## src/rtl/debounce_edge_det.sv

```systemverilog
// debounce_edge_det: two-flop synchroniser, stability-counter debounce FSM,
// single-cycle rise/fall pulses and a wrapping rising-edge counter.
module debounce_edge_det #(
   parameter int STABLE_CNT = 4,
   parameter int CNT_W      = 4
) (
   input  logic       clk,
   input  logic       rstn,
   input  logic       d,
   input  logic       clr_cnt,
   output logic       q,
   output logic       rise,
   output logic       fall,
   output logic [7:0] edge_cnt
);
   typedef enum logic [1:0] {LOW, CHK_HI, HIGH, CHK_LO} state_t;
   localparam logic [CNT_W-1:0] LAST = CNT_W'(STABLE_CNT - 1);
   state_t           state_q, state_d;
   logic [CNT_W-1:0] cnt_q, cnt_d;
   logic             sync1_q, s_q;
   logic             lvl_q, lvl_d, rise_q, rise_d, fall_q, fall_d;
   logic [7:0]       ecnt_q, ecnt_d;
   logic             done;

   always_ff @(posedge clk or negedge rstn)
      if (!rstn) begin
         sync1_q <= 1'b0;
         s_q     <= 1'b0;
         state_q <= LOW;
         cnt_q   <= '0;
         lvl_q   <= 1'b0;
         rise_q  <= 1'b0;
         fall_q  <= 1'b0;
         ecnt_q  <= '0;
      end else begin
         sync1_q <= d;
         s_q     <= sync1_q;
         state_q <= state_d;
         cnt_q   <= cnt_d;
         lvl_q   <= lvl_d;
         rise_q  <= rise_d;
         fall_q  <= fall_d;
         ecnt_q  <= ecnt_d;
      end

   // Any opposite sample during a check drops back to the stable state.
   always_comb begin
      state_d = state_q;
      cnt_d   = cnt_q;
      lvl_d   = lvl_q;
      rise_d  = 1'b0;
      fall_d  = 1'b0;
      done    = cnt_q == LAST;
      case (state_q)
         LOW:
            if (s_q) begin
               state_d = CHK_HI;
               cnt_d   = '0;
            end
         CHK_HI:
            if (!s_q) begin
               state_d = LOW;
               cnt_d   = '0;
            end else if (done) begin
               state_d = HIGH;
               cnt_d   = '0;
               lvl_d   = 1'b1;
               rise_d  = 1'b1;
            end else cnt_d = cnt_q + CNT_W'(1);
         HIGH:
            if (!s_q) begin
               state_d = CHK_LO;
               cnt_d   = '0;
            end
         CHK_LO:
            if (s_q) begin
               state_d = HIGH;
               cnt_d   = '0;
            end else if (done) begin
               state_d = LOW;
               cnt_d   = '0;
               lvl_d   = 1'b0;
               fall_d  = 1'b1;
            end else cnt_d = cnt_q + CNT_W'(1);
      endcase
      ecnt_d = clr_cnt ? 8'd0 : ecnt_q + {7'd0, rise_d};
   end

   assign q        = lvl_q;
   assign rise     = rise_q;
   assign fall     = fall_q;
   assign edge_cnt = ecnt_q;
endmodule

```

## config.mk

```make
export PLATFORM = sky130hd
export DESIGN_NAME = debounce_edge_det
export DESIGN_NICKNAME = d
export VERILOG_FILES = /design/src/rtl/debounce_edge_det.sv
export SDC_FILE = /design/constraint.sdc
export NUM_CORES = 1
export LEC_CHECK = 0
export BUFFER_PORTS_ARGS = -buffer_cell sky130_fd_sc_hd__buf_4
export CAP_MARGIN = 20
export CORE_MARGIN = 2
export CORE_UTILIZATION = 30
export CTS_BUF_LIST = sky130_fd_sc_hd__clkbuf_4 sky130_fd_sc_hd__clkbuf_8
export DETAILED_ROUTE_END_ITERATION = 16
export GPL_TIMING_DRIVEN = 0
export PLACE_DENSITY = 0.52
export SETUP_SLACK_MARGIN = 0.05
export SYNTH_ARGS = -nofsm -noshare
export SYNTH_HDL_FRONTEND = slang
export SYNTH_SLANG_ARGS = --single-unit
```

## constraint.sdc

```tcl
create_clock -name clk -period 3.1 [get_ports clk]
set_input_delay 0.31 -clock clk [delete_from_list [all_inputs] [get_ports clk]]
set_output_delay 0.31 -clock clk [all_outputs]
set_load 0.01 [all_outputs]
```

==> After elaboration in Yosys (flattened, before gate mapping) <==
Cells that the tools add are included.
{ "totals": {"word_cells": 51, "register_bits": 19, "inputBits": 4, "out_inout_bits": 11} }
{ "classes": {"add_sub_neg": 2, "eq_ne": 12, "n_reduce_logical": 5, "n_mux": 24} }
{ "op_table": {"columns": ["cell", "count"], "rows": [
  ["4-bit 2-to-1 mux", 5],
  ["4-bit case mux with 4 select lines", 1],
  ["2-bit 2-to-1 mux", 6],
  ["2-bit inequality test, second input constant", 6],
  ["1-bit 2-to-1 mux", 9],
  ["8-bit by 1-bit adder with 8-bit output", 1],
  ["8-bit 2-to-1 mux", 1],
  ["2-bit case mux with 4 select lines", 1],
  ["3-bit inequality test, second input constant", 2],
  ["5-bit AND reduction", 1],
  ["4-bit by 1-bit adder with 4-bit output, second input constant", 1],
  ["2-bit equality test, second input constant", 2],
  ["4-bit by 2-bit equality test with 1-bit output, second input constant", 1],
  ["4-bit AND reduction", 1],
  ["2-bit by 1-bit equality test with 1-bit output, second input constant", 1],
  ["2-bit zero test", 1],
  ["1-bit case mux with 2 select lines", 1],
  ["2-bit AND reduction", 1],
  ["2-bit nonzero test", 1]
]} }

==> Longest topological paths before layout <==
Gate-level depths: netlist (run 1).
{ "depth": {"ltp_word": 6, "mapped_depth": 9, "ltp_nobuf": 9} }

==> Worst setup path before layout (run 1) <==
Ideal clock, no wire load.
{ "synth_path": {"path_type": "register -> register", "from": "reg cnt_q[0]", "to": "reg ecnt_q[6], in the netlist edge_cnt[6]", "arrival_ns": 1.876, "path_buffers": 0, "t_required_ns": 3.023, "path_slack_ns": 1.147, "stages_incl_launch_ff": 10, "setup_ns": 0.077, "synth_period_minus_slack_ns": 1.953, "path_cell_list": "dfrtp_1 -> ha_1 -> and4bb_2 -> nand2_1 -> nor2_1 -> ha_1 -> ha_1 -> nand2_1 -> or3_1 -> a21oi_1"} }
{ "synth_via": {"elab_chain_len": 6} }
{ "synth_lines": {"columns": ["item", "line_no", "rtl"], "rows": [
  ["start, declared", "19", "logic [CNT_W-1:0] cnt_q, cnt_d;"],
  ["start signal, assigned", "39", "cnt_q <= cnt_d;"],
  ["4-bit by 2-bit equality test with 1-bit output", "53", "done = cnt_q == LAST;"],
  ["1-bit 2-to-1 mux", "64", "end else if (done) begin"],
  ["1-bit 2-to-1 mux", "61", "if (!s_q) begin"],
  ["1-bit 2-to-1 mux", "54", "case (state_q)"],
  ["net rise_d", "21", "logic lvl_q, lvl_d, rise_q, rise_d, fall_q, fall_d;"],
  ["8-bit by 1-bit adder with 8-bit output", "86", "ecnt_d = clr_cnt ? 8'd0 : ecnt_q + {7'd0, rise_d};"],
  ["8-bit 2-to-1 mux", "86", null],
  ["net ecnt_d[6]", "22", "logic [7:0] ecnt_q, ecnt_d;"],
  ["end signal, assigned", "43", "ecnt_q <= ecnt_d;"],
  ["end, declared", "22", null]
]} }
The timed path passes the listed nets, and every way through them passes these cells.
A chain may end at the register's enable or synchronous reset.

==> Worst setup path after layout (run 1) <==
Same ends and word-level chain as after synthesis.

==> impl_results.md, run 1 <==
- WP buf/inv: 0
- Final Skew: 0.00412 ns
- CTS tree: yes
- Syn Inst Count: between 70 and 80
- CTS Sinks: 19
- Crit Path Max Fanout: 4
- Async SR Flop Fraction: between 90% and 100%
- Die H: between 50 and 60 µm
- Startpoint types: register
- Die area: roughly 3300 µm²
- Final Non-Filler Cells: approximately 130
- DR pass1 iterations: 4
- Synth area leaders: dfrtp_1 (56%), ha_1 (4.5%), a21oi_1 (3.0%)
- Seq cells post-synth: 19
- Area Overhead vs Synth: 21.8%
- Slowest-stage cell, CP: dfrtp_1
- Vias in the first global route: between 600 and 700
- Slowest stage delay, CP: about 0.4 ns
- Crit share post-route: ~71%
- Htree depth: 1
- Fin Setup TNS: 0 ns
- Worst vdd ir: ~0.00030 V
- Layout cell share with drive strength beyond 1: 24.5%
- Initial DRC count: 28
- Gr usage total: about 11%
- PD cells: 559 nW/µm²
- Dpl cells: 120
- Root Driver: clkbuf_4
- Initial Util: between 30% and 40%
- WL final: around 1.6 mm
- Setup violators final: 0
- WL/cell: ~13 µm
- Rows: 19
- Total number of vias: ~650
- Fmax: 454 MHz
- Post-Syn Area: around 840 µm²
- Fin nets: ~100
- Yosys top cell by area: dfrtp_1
- Average vias per placed instance: about 5.2
- Number of post-CTS setup repair buffers: 0
- Rel. slew slack: about 77%
- Max-cap violation count: 0
- First-pass GRT wire length: approximately 2.8 mm
- Min Tclk post-route: approximately 2.2 ns
- DRC: 0
- Gr ovfl total: 0
- Syn avg cell area: between 10 and 15 µm²
- Main synth FF type: dfrtp_1
- Initial antenna violation count: 0
- # IOs: 15
- Synth top area share: a little under three fifths
- Least-Margin Pin Slew: between 0.3 and 0.4 ns
- Ys Warns: 0
- Net Count, Synth: 82
- Outcome: complete, no violations
- Slew Viols, Final: 0
- CP Cell Sequence: ha_1 -> and4bb_2 -> nand2_1 -> nor2_1 -> ha_1 -> ha_1 -> nand2_1 -> or3_1 -> a21oi_1
- Hold Vio Cnt, Final: 0
- CP arrival: ~2.4 ns
- GP Congestion: between 0.7 and 0.8
- Chip Width: between 50 and 60 µm
- Post-synth EDFFs: 0
- WS Path Type: register to register
- CTS max path bufs: 2
- # port buffers: 14
- Fill cell count: 299
- Core box area: between 2000 and 3000 µm²
- Clk slew on worst S/H paths: between 0.1 and 0.15 ns
- Most frequent CP cell: ha_1
- Post-cts sizing count: 0
- Crit end category: register
- Unique masters post-synth: 25
- CP Data Required Time: approximately 3.3 ns
- Placed wire-length estimate: about 1.1 mm
- Clock latency at the later pin of the worst-skew pair: around 0.30 ns
- Cell family with most CP delay: simple AND/OR/NAND/NOR gates
- Largest net degree at the start of global routing: 20
- Sequential area share after synthesis: between 50% and 60%
- LEAKAGE: between 0.0004 and 0.0005 µW
- Final ANT Viol Nets: 0
- Ant diodes: 0
- TritonCTS Buffers: 3
- RSZ-0062 raised after global routing: no
- Worst min path class: input pin to register
[synth_stat cells (2+ instances only)]
library cell,number
a21oi_1,5
dfrtp_1,19
ha_1,3
inv_1,2
nand2_1,6
nand3_1,5
nand4_1,3
nor2_1,5
nor2b_1,3
o21ai_0,5
or3_1,3
xnor2_1,2
xor2_1,2
[per-stage QoR]
| step | instance area, µm² | worst slack [ns] | util, % | total power, µW | hold slack [ns] |
|---|---|---|---|---|---|
| final | 1030 | 0.899 | 37.9 | 575 | 0.111 |
| after global routing | 1030 | 0.712 | 37.9 | 619 | 0.0956 |
| after CTS | 1030 | 0.852 | 37.9 | 586 | 0.0989 |
| after detailed placement | 987 | 0.894 | 36.4 | 445 | 0.202 |
| after global placement | 987 | 0.916 | 36.4 | 440 | 0.198 |
| after floorplan | 843 | 1.15 | - | 403 | 0.0144 |
[worst paths after layout]
| kind | slack [ns] | from | to | cells past startpoint |
|---|---|---|---|---|
| max | 0.90 | cnt_q[0]$_DFFE_PN0P_ | edge_cnt[6]$_DFF_PN0_ | 9 |
| min | 0.11 | d | sync1_q$_DFF_PN0_ | 1 |
| max reg2reg | 0.90 | cnt_q[0]$_DFFE_PN0P_ | edge_cnt[6]$_DFF_PN0_ | 9 |
| min reg2reg | 0.37 | sync1_q$_DFF_PN0_ | s_q$_DFF_PN0_ | 0 |
| max in group asynchronous | 2.49 | rstn | sync1_q$_DFF_PN0_ | 2 |
| min in group asynchronous | 0.40 | rstn | cnt_q[3]$_DFFE_PN0P_ | 2 |
[layer usage]
| layer | vias to the layer above | global-route usage [%] | routed length, µm |
|---|---|---|---|
| met4 | 0 | 4.32 | 18 |
| met3 | 4 | 4.31 | 99 |
| met1 | 318 | 13.8 | 713 |
| met2 | 18 | 18.7 | 792 |
| li1 | 307 | - | - |
| met5 | - | 0 | 0 |
[cell usage in the layout, fill, tap and decap left out]
cell            n
nor2_1          5
a211o_1         1
xnor2_1         2
buf_4          14
o311ai_0        1
ha_1            3
nand4_1         3
nand4bb_1       1
nand3_1         5
clkbuf_4        4
dfrtp_1        19
nor3b_1         1
o21ai_0         5
and4_1          1
a21oi_1         5
nor4b_1         1
xor2_2          1
o311a_1         1
nor2_2          1
xor2_1          2
or3_1           3
dlygate4sd3_1   1
and4bb_2        1
nor2b_1         3
buf_2           1
inv_1           2
mux2_2          1
nand2_1         6
[sequential cells by signal, summed over array words and instances (netlist names), named ones only]
signal and flops:
cnt_q 4, edge_cnt 8, fall 1, q 1
rise 1, s_q 1, state_q 1, sync1_q 1
[final cells by class]
class / instances / area (µm²) / area share [%]
buffer: 1 / 5.00 / 0.487
timing repair buffer: 15 / 115 / 11.2
multi-input combinational: 53 / 355 / 34.6
inverter: 2 / 7.51 / 0.731
sequential: 19 / 475 / 46.3
tap: 31 / 38.8 / 3.78
clock buffer: 4 / 30.0 / 2.92
[power breakdown]
part	switching, µW	leakage (µW)	total (µW)	internal, µW
combinational	71.9	0.000206	130	58.5
sequential	29.3	0.000256	308	278
clock	77.7	0.0000184	137	58.9
[cell families (layout without fill, tap and decap cells)]
group | Yosys count | count (layout) | share of synthesized area (%)
DFF | 19 | 19 | 56.4
muxes | 1 | 1 | 1.34
adders and majority gates | 3 | 3 | 4.45
and+or+nand+nor | 31 | 31 | 21.1
buffers and inverters | 3 | 22 | 1.48
xor gates and xnor gates | 5 | 5 | 6.08
AOI/OAI and AO/OA | 13 | 13 | 9.20
[timing repair]
item	CTS	global route
hold buffers	1	0
setup endpoints to repair	0	0
hold endpoints to repair	19	0
Note: power is estimated with default switching activity, not from simulation.
==> inputs of run 2 (changes only) <==
- clock period: 3.1 -> 2.3 ns (I/O delays scaled with it)
==> run 2 against run 1 <==
- wire length grew 3.7%
- non-clock buffer count is 1 higher
- sequential power is 35% higher
- via count increased by 1.5%
==> impl_results.md, run 2 (synthesis results as in run 1) <==
- Outcome: complete, no violations (unchanged)
- Crit share post-route: 91.5% (was 71.0%)
- WS Path Type: register to register (unchanged)
- Largest net degree at the start of global routing: 20 (unchanged)
- Psw: 250 µW (was 179 µW)
- Comb power frac: 23.8% (was 22.7%)
- CP arrival: 2.34 ns (was 2.43 ns)
- Worst hold stages: 1 (unchanged)
- Htree depth: 1 (unchanged)
- Die area: 3250 µm² (unchanged)
- Slew Viols, Final: 0 (unchanged)
- WL/cell: 13.4 µm (was 13.0 µm)
- HP Start: d (unchanged)
- CP Data Required Time: 2.53 ns (was 3.33 ns)
- Worst r2r path cells: 9 (unchanged)
- Clock latency at the later pin of the worst-skew pair: 0.30 ns (about the same)
- # port buffers: 14 (unchanged)
- Min Tclk post-route: 2.11 ns (was 2.20 ns)
- Chip Width: 57.0 µm (unchanged)
- CTS Sinks: 19 (unchanged)
- Layout cell share with drive strength beyond 1: 29.5% (was 24.5%)
- Commonest non-fill, non-tap cell in the layout: dfrtp_1 (unchanged)
- Gr ovfl total: 0 (unchanged)
- Fin nets: 103 (was 102)
- Min-Delay Endpoint: sync1_q$_DFF_PN0_ (unchanged)
- Startpoint types: register (unchanged)
- First-pass GRT wire length: 2.84 mm (unchanged)
- DR pass1 iterations: 4 (unchanged)
- Worst min path class: input pin to register (unchanged)
- Max FFs per register: 8 (unchanged)
- Worst vdd ir: 0.000402 V (was 0.000298 V)
- Least-Margin Pin Slew: 0.349 ns (was 0.344 ns)
- Vias in the first global route: 626 (unchanged)
- DRC: 0 (unchanged)
- TritonCTS Buffers: 3 (unchanged)
- Overall power: 792 µW (was 575 µW)
- Fill cell count: 295 (was 299)
- Pre-CTS setup slack: 0.0938 ns (was 0.894 ns)
- Total number of vias: 657 (was 647)
- # IOs: 15 (unchanged)
- Final ANT Viol Nets: 0 (unchanged)
- Flop-to-flop setup slack: 0.19 ns (was 0.90 ns)
- Core box area: 2710 µm² (unchanged)
- Initial DRC count: 16 (was 28)
- Final Hold Slack: 0.0301 ns (was 0.111 ns)
- Setup slack after layout: 0.194 ns (was 0.899 ns)
- CTS tree: yes (unchanged)
- GP Congestion: 0.706 (unchanged)
- Reg-to-reg endpoint: edge_cnt[6]$_DFF_PN0_ (unchanged)
- Flop pwr share: 52.7% (was 53.5%)
- Reg2reg start: cnt_q[0]$_DFFE_PN0P_ (unchanged)
- WL final: 1.68 mm (was 1.62 mm)
- Rows: 19 (unchanged)
- PD cells: 751 nW/µm² (was 559 nW/µm²)
- Fmax: 475 MHz (was 454 MHz)
- RSZ-0062 raised after global routing: no (unchanged)
- Gr usage total: 11.5% (unchanged)
- LEAKAGE: 0.000477 µW (was 0.000481 µW)
- Clk pwr share: 23.5% (was 23.8%)
- CTS max path bufs: 2 (unchanged)
- Crit end category: register (unchanged)
- Clk slew on worst S/H paths: 0.11 ns (about the same)
- Core Util, Final: 38.9% (was 37.9%)
- Setup violators final: 0 (unchanged)
- Crit Path Max Fanout: 4 (unchanged)
- Hold Vio Cnt, Final: 0 (unchanged)
- Placed wire-length estimate: 1.15 mm (unchanged)
- Die H: 57.0 µm (unchanged)
- Ant diodes: 0 (unchanged)
- Most frequent cells in the layout: dfrtp_1 (19), buf_4 (15), nand2_1 (6) (was dfrtp_1 (19), buf_4 (14), nand2_1 (6))
- Pint: 543 µW (was 396 µW)
- Root Driver: clkbuf_4 (unchanged)
- Initial antenna violation count: 0 (unchanged)
- Average vias per placed instance: 5.21 (was 5.18)
- Switching Fraction: 31.5% (was 31.1%)
- Area Overhead vs Synth: 25.1% (was 21.8%)
- Fin Setup TNS: 0 ns (unchanged)
- Rel. slew slack: 76.4% (was 76.8%)
- Final Skew: 0.00804 ns (was 0.00412 ns)
- Max-cap violation count: 0 (unchanged)
- Initial Util: 31.1% (unchanged)
## run 2: how the worst max path moves through the flow
| stage | startpoint | end | depth (start not counted) |
|---|---|---|---|
| after floorplan | cnt_q[0]$_DFFE_PN0P_ | edge_cnt[6]$_DFF_PN0_ | 9 |
| after global placement | cnt_q[0]$_DFFE_PN0P_ | edge_cnt[6]$_DFF_PN0_ | 9 |
| after detailed placement | cnt_q[0]$_DFFE_PN0P_ | edge_cnt[6]$_DFF_PN0_ | 9 |
| after CTS | cnt_q[0]$_DFFE_PN0P_ | edge_cnt[6]$_DFF_PN0_ | 9 |
| after global routing | cnt_q[0]$_DFFE_PN0P_ | edge_cnt[6]$_DFF_PN0_ | 9 |
| final | cnt_q[0]$_DFFE_PN0P_ | edge_cnt[6]$_DFF_PN0_ | 9 |
## run 2: area by class of cell
cell class              instances  area [µm²]  area share (%)
plain buffers                   1        5.00           0.474
well taps                      31        38.8            3.68
multi-input cells              53         375            35.6
flip-flops and latches         19         475            45.1
inverters                       2        7.51           0.712
repair buffers                 16         123            11.6
clock buffers                   4        30.0            2.85
## run 2: critical path, stage by stage, from the launching register on
cell      delay, ns
dfrtp_1        0.40
ha_2           0.21
and4bb_2       0.26
nand2_1        0.09
nor2_2         0.12
ha_2           0.24
ha_4           0.16
nand2_1        0.06
or3_1          0.36
a21oi_1        0.14
## run 2: metal layers
layer / global-route usage [%] / wire length, µm
met5: 0 / 0
met4: 4.32 / 23
met3: 4.31 / 106
met2: 18.7 / 833
met1: 13.8 / 719
## run 2: metrics by stage
stage / std cells / cell area [µm²]
after detailed placement: 120 / 987
after global routing: 126 / 1050
after global placement: 120 / 987
after floorplan: 75 / 843
final: 126 / 1050
after CTS: 125 / 1030
## run 2: what timing repair did
action	CTS	global route
resized for setup	0	5
hold buffers	1	0
buffers inserted	0	1
endpoints found under the hold margin	19	0
endpoints found under the setup margin	0	1
## run 2: power groups by stage
stage / Combinational (µW) / Sequential, µW / Clock (µW)
global route: 221 / 424 / 206
detailed placement: 178 / 423 / 0
CTS: 180 / 416 / 195
global placement: 174 / 420 / 0
finish: 189 / 417 / 186
floorplan: 124 / 419 / 0
==> inputs of run 3 (changes only) <==
- CORE_MARGIN: 2 -> 3
- PLACE_DENSITY: 0.52 -> 0.53
- RECOVER_POWER: not set -> 50
==> run 3 against run 2 <==
- wire length decreased by 6.0%
- register-to-register slack got worse by 0.02 ns
- global-route usage down 1.2 points
- cell area grew 1.7%
- hold slack gained 0.032 ns
- clock skew shrank 0.0019 ns
- cell count is 2.4% higher
- critical path depth unchanged
- sequential share of layout area shrank 0.74 points
- worst setup slack got worse by 0.025 ns
==> impl_results.md, run 3 (synthesis results as in run 1) <==
- Worst vdd ir: 0.000539 V (was 0.000402 V)
- WS Path Type: register to register (unchanged)
- Area Overhead vs Synth: 27.2% (was 25.1%)
- Clock latency at the later pin of the worst-skew pair: 0.29 ns (was 0.30 ns)
- WL/cell: 12.3 µm (was 13.4 µm)
- Flop pwr share: 52.3% (was 52.7%)
- CTS Sinks: 19 (unchanged)
- Vias in the first global route: 606 (was 626)
- DRC: 0 (unchanged)
- Core Util, Final: 41.8% (was 38.9%)
- Largest net degree at the start of global routing: 20 (unchanged)
- Area occupied by multi-input gates: 375 µm² (unchanged)
- Crit end category: register (unchanged)
- Initial DRC count: 3 (was 16)
- Core box area: 2570 µm² (was 2710 µm²)
- Setup violators final: 0 (unchanged)
- Final Skew: 0.00618 ns (was 0.00804 ns)
- Initial antenna violation count: 0 (unchanged)
- GP Congestion: 0.683 (was 0.706)
- Ant diodes: 0 (unchanged)
- TritonCTS Buffers: 3 (unchanged)
- Final ANT Viol Nets: 0 (unchanged)
- DR pass1 iterations: 4 (unchanged)
- Reg area: 475 µm² (unchanged)
- Die H: 59.0 µm (was 57.0 µm)
- RSZ-0062 raised after global routing: no (unchanged)
- Least-Margin Pin Slew: 1.03 ns (was 0.349 ns)
- Rel. slew slack: 31.6% (was 76.4%)
- Commonest non-fill, non-tap cell in the layout: dfrtp_1 (unchanged)
- Fmax: 469 MHz (was 475 MHz)
- Max FFs per register: 8 (unchanged)
- Startpoint types: register (unchanged)
- Min Tclk post-route: 2.13 ns (was 2.11 ns)
- Die area: 3480 µm² (was 3250 µm²)
- LEAKAGE: 0.000486 µW (was 0.000477 µW)
- Fin Setup TNS: 0 ns (unchanged)
- PD cells: 754 nW/µm² (was 751 nW/µm²)
- Fill cell count: 277 (was 295)
- Chip Width: 59.0 µm (was 57.0 µm)
- Layout cell share with drive strength beyond 1: 29.3% (was 29.5%)
- Outcome: complete, no violations (unchanged)
- # port buffers: 14 (unchanged)
- Comb power frac: 27.8% (was 23.8%)
- Root Driver: clkbuf_4 (unchanged)
- CTS tree: yes (unchanged)
- # IOs: 15 (unchanged)
- Flop-to-flop setup slack: 0.17 ns (was 0.19 ns)
- Gr usage total: 10.3% (was 11.5%)
- Hold Vio Cnt, Final: 0 (unchanged)
- Rows: 18 (was 19)
- Clk slew on worst S/H paths: 0.11 ns (about the same)
- CP Data Required Time: 2.51 ns (was 2.53 ns)
- Psw: 254 µW (was 250 µW)
- Setup slack after layout: 0.170 ns (was 0.194 ns)
- CP arrival: 2.34 ns (about the same)
- Total number of vias: 630 (was 657)
- Most frequent cells in the layout: dfrtp_1 (19), buf_4 (16), nand2_1 (6) (was dfrtp_1 (19), buf_4 (15), nand2_1 (6))
- Switching Fraction: 31.4% (was 31.5%)
- Pre-CTS setup slack: 0.104 ns (was 0.0938 ns)
- Final Hold Slack: 0.0620 ns (was 0.0301 ns)
- CTS max path bufs: 2 (unchanged)
- First-pass GRT wire length: 2.74 mm (was 2.84 mm)
- Average vias per placed instance: 4.88 (was 5.21)
- Slew Viols, Final: 0 (unchanged)
- Crit Path Max Fanout: 4 (unchanged)
- Initial Util: 32.8% (was 31.1%)
- Fin nets: 107 (was 103)
- Placed wire-length estimate: 1.07 mm (was 1.15 mm)
- Pint: 555 µW (was 543 µW)
- Max-cap violation count: 0 (unchanged)
- Clk pwr share: 19.9% (was 23.5%)
- Htree depth: 1 (unchanged)
- Crit share post-route: 92.6% (was 91.5%)
- Gr ovfl total: 0 (unchanged)
- Worst min path class: input pin to register (unchanged)
- WL final: 1.58 mm (was 1.68 mm)
==> run 3: cell count changes in the layout (fill, tap and decap cells not counted) <==
cell      previous run  this run
buf_2                1         0
clkbuf_1             0         3
buf_4               15        16
clkinv_2             0         1
==> run 3: repair_timing <==
action	CTS	global route
setup buffers	0	5
hold buffers	1	0
gates resized for setup	0	7
setup endpoints to repair	0	2
endpoints found under the hold margin	19	0
==> run 3: per-stage QoR <==
| step | cell area, µm² | total power, µW | cells |
|---|---|---|---|
| finish | 1070 | 809 | 129 |
| global placement | 986 | 594 | 119 |
| global route | 1070 | 881 | 129 |
| detailed placement | 986 | 597 | 119 |
| floorplan | 843 | 543 | 75 |
| CTS | 1020 | 768 | 124 |
==> run 3: final timing paths <==
path                                          to  depth (start not counted)                  from
setup / recovery           edge_cnt[6]$_DFF_PN0_                          9  cnt_q[0]$_DFFE_PN0P_
hold / removal                 sync1_q$_DFF_PN0_                          1                     d
setup reg to reg           edge_cnt[6]$_DFF_PN0_                          9  cnt_q[0]$_DFFE_PN0P_
hold reg to reg                    s_q$_DFF_PN0_                          0     sync1_q$_DFF_PN0_
max in group asynchronous  edge_cnt[5]$_DFF_PN0_                          2                  rstn
min in group asynchronous   cnt_q[2]$_DFFE_PN0P_                          2                  rstn
==> run 3: worst max-delay path, stage by stage (launching register included) <==
cell      delay, ns
dfrtp_1        0.43
ha_4           0.16
and4bb_2       0.26
nand2_1        0.09
nor2_2         0.16
ha_2           0.20
ha_2           0.19
nand2_1        0.07
or3_1          0.35
a21oi_1        0.15
==> run 3: metal layers <==
metal / GRT usage [%] / vias up / part of all wire [%]
li1: - / 317 / -
met1: 14.4 / 305 / 47
met2: 15.3 / 6 / 50
met3: 1.96 / 2 / 2.5
met4: 4.85 / 0 / 0.95
met5: 0 / - / 0
==> run 3: final cells by class <==
cell class                      instances  share of cell area [%]
Buffer                                  1                   0.700
Clock buffer                            3                    2.10
Clock inverter                          1                   0.467
Inverter                                2                   0.700
Multi-Input combinational cell         53                    35.0
Sequential cell                        19                    44.3
Tap cell                               30                    3.50
Timing Repair Buffer                   20                    13.2
==> run 3: power by group through the flow <==
| stage | combinational (µW) | sequential (µW) | clock (µW) |
|---|---|---|---|
| floorplan | 124 | 419 | 0 |
| global route | 258 | 432 | 191 |
| finish | 225 | 423 | 161 |
| detailed placement | 175 | 422 | 0 |
| CTS | 177 | 415 | 175 |
| global placement | 173 | 421 | 0 |
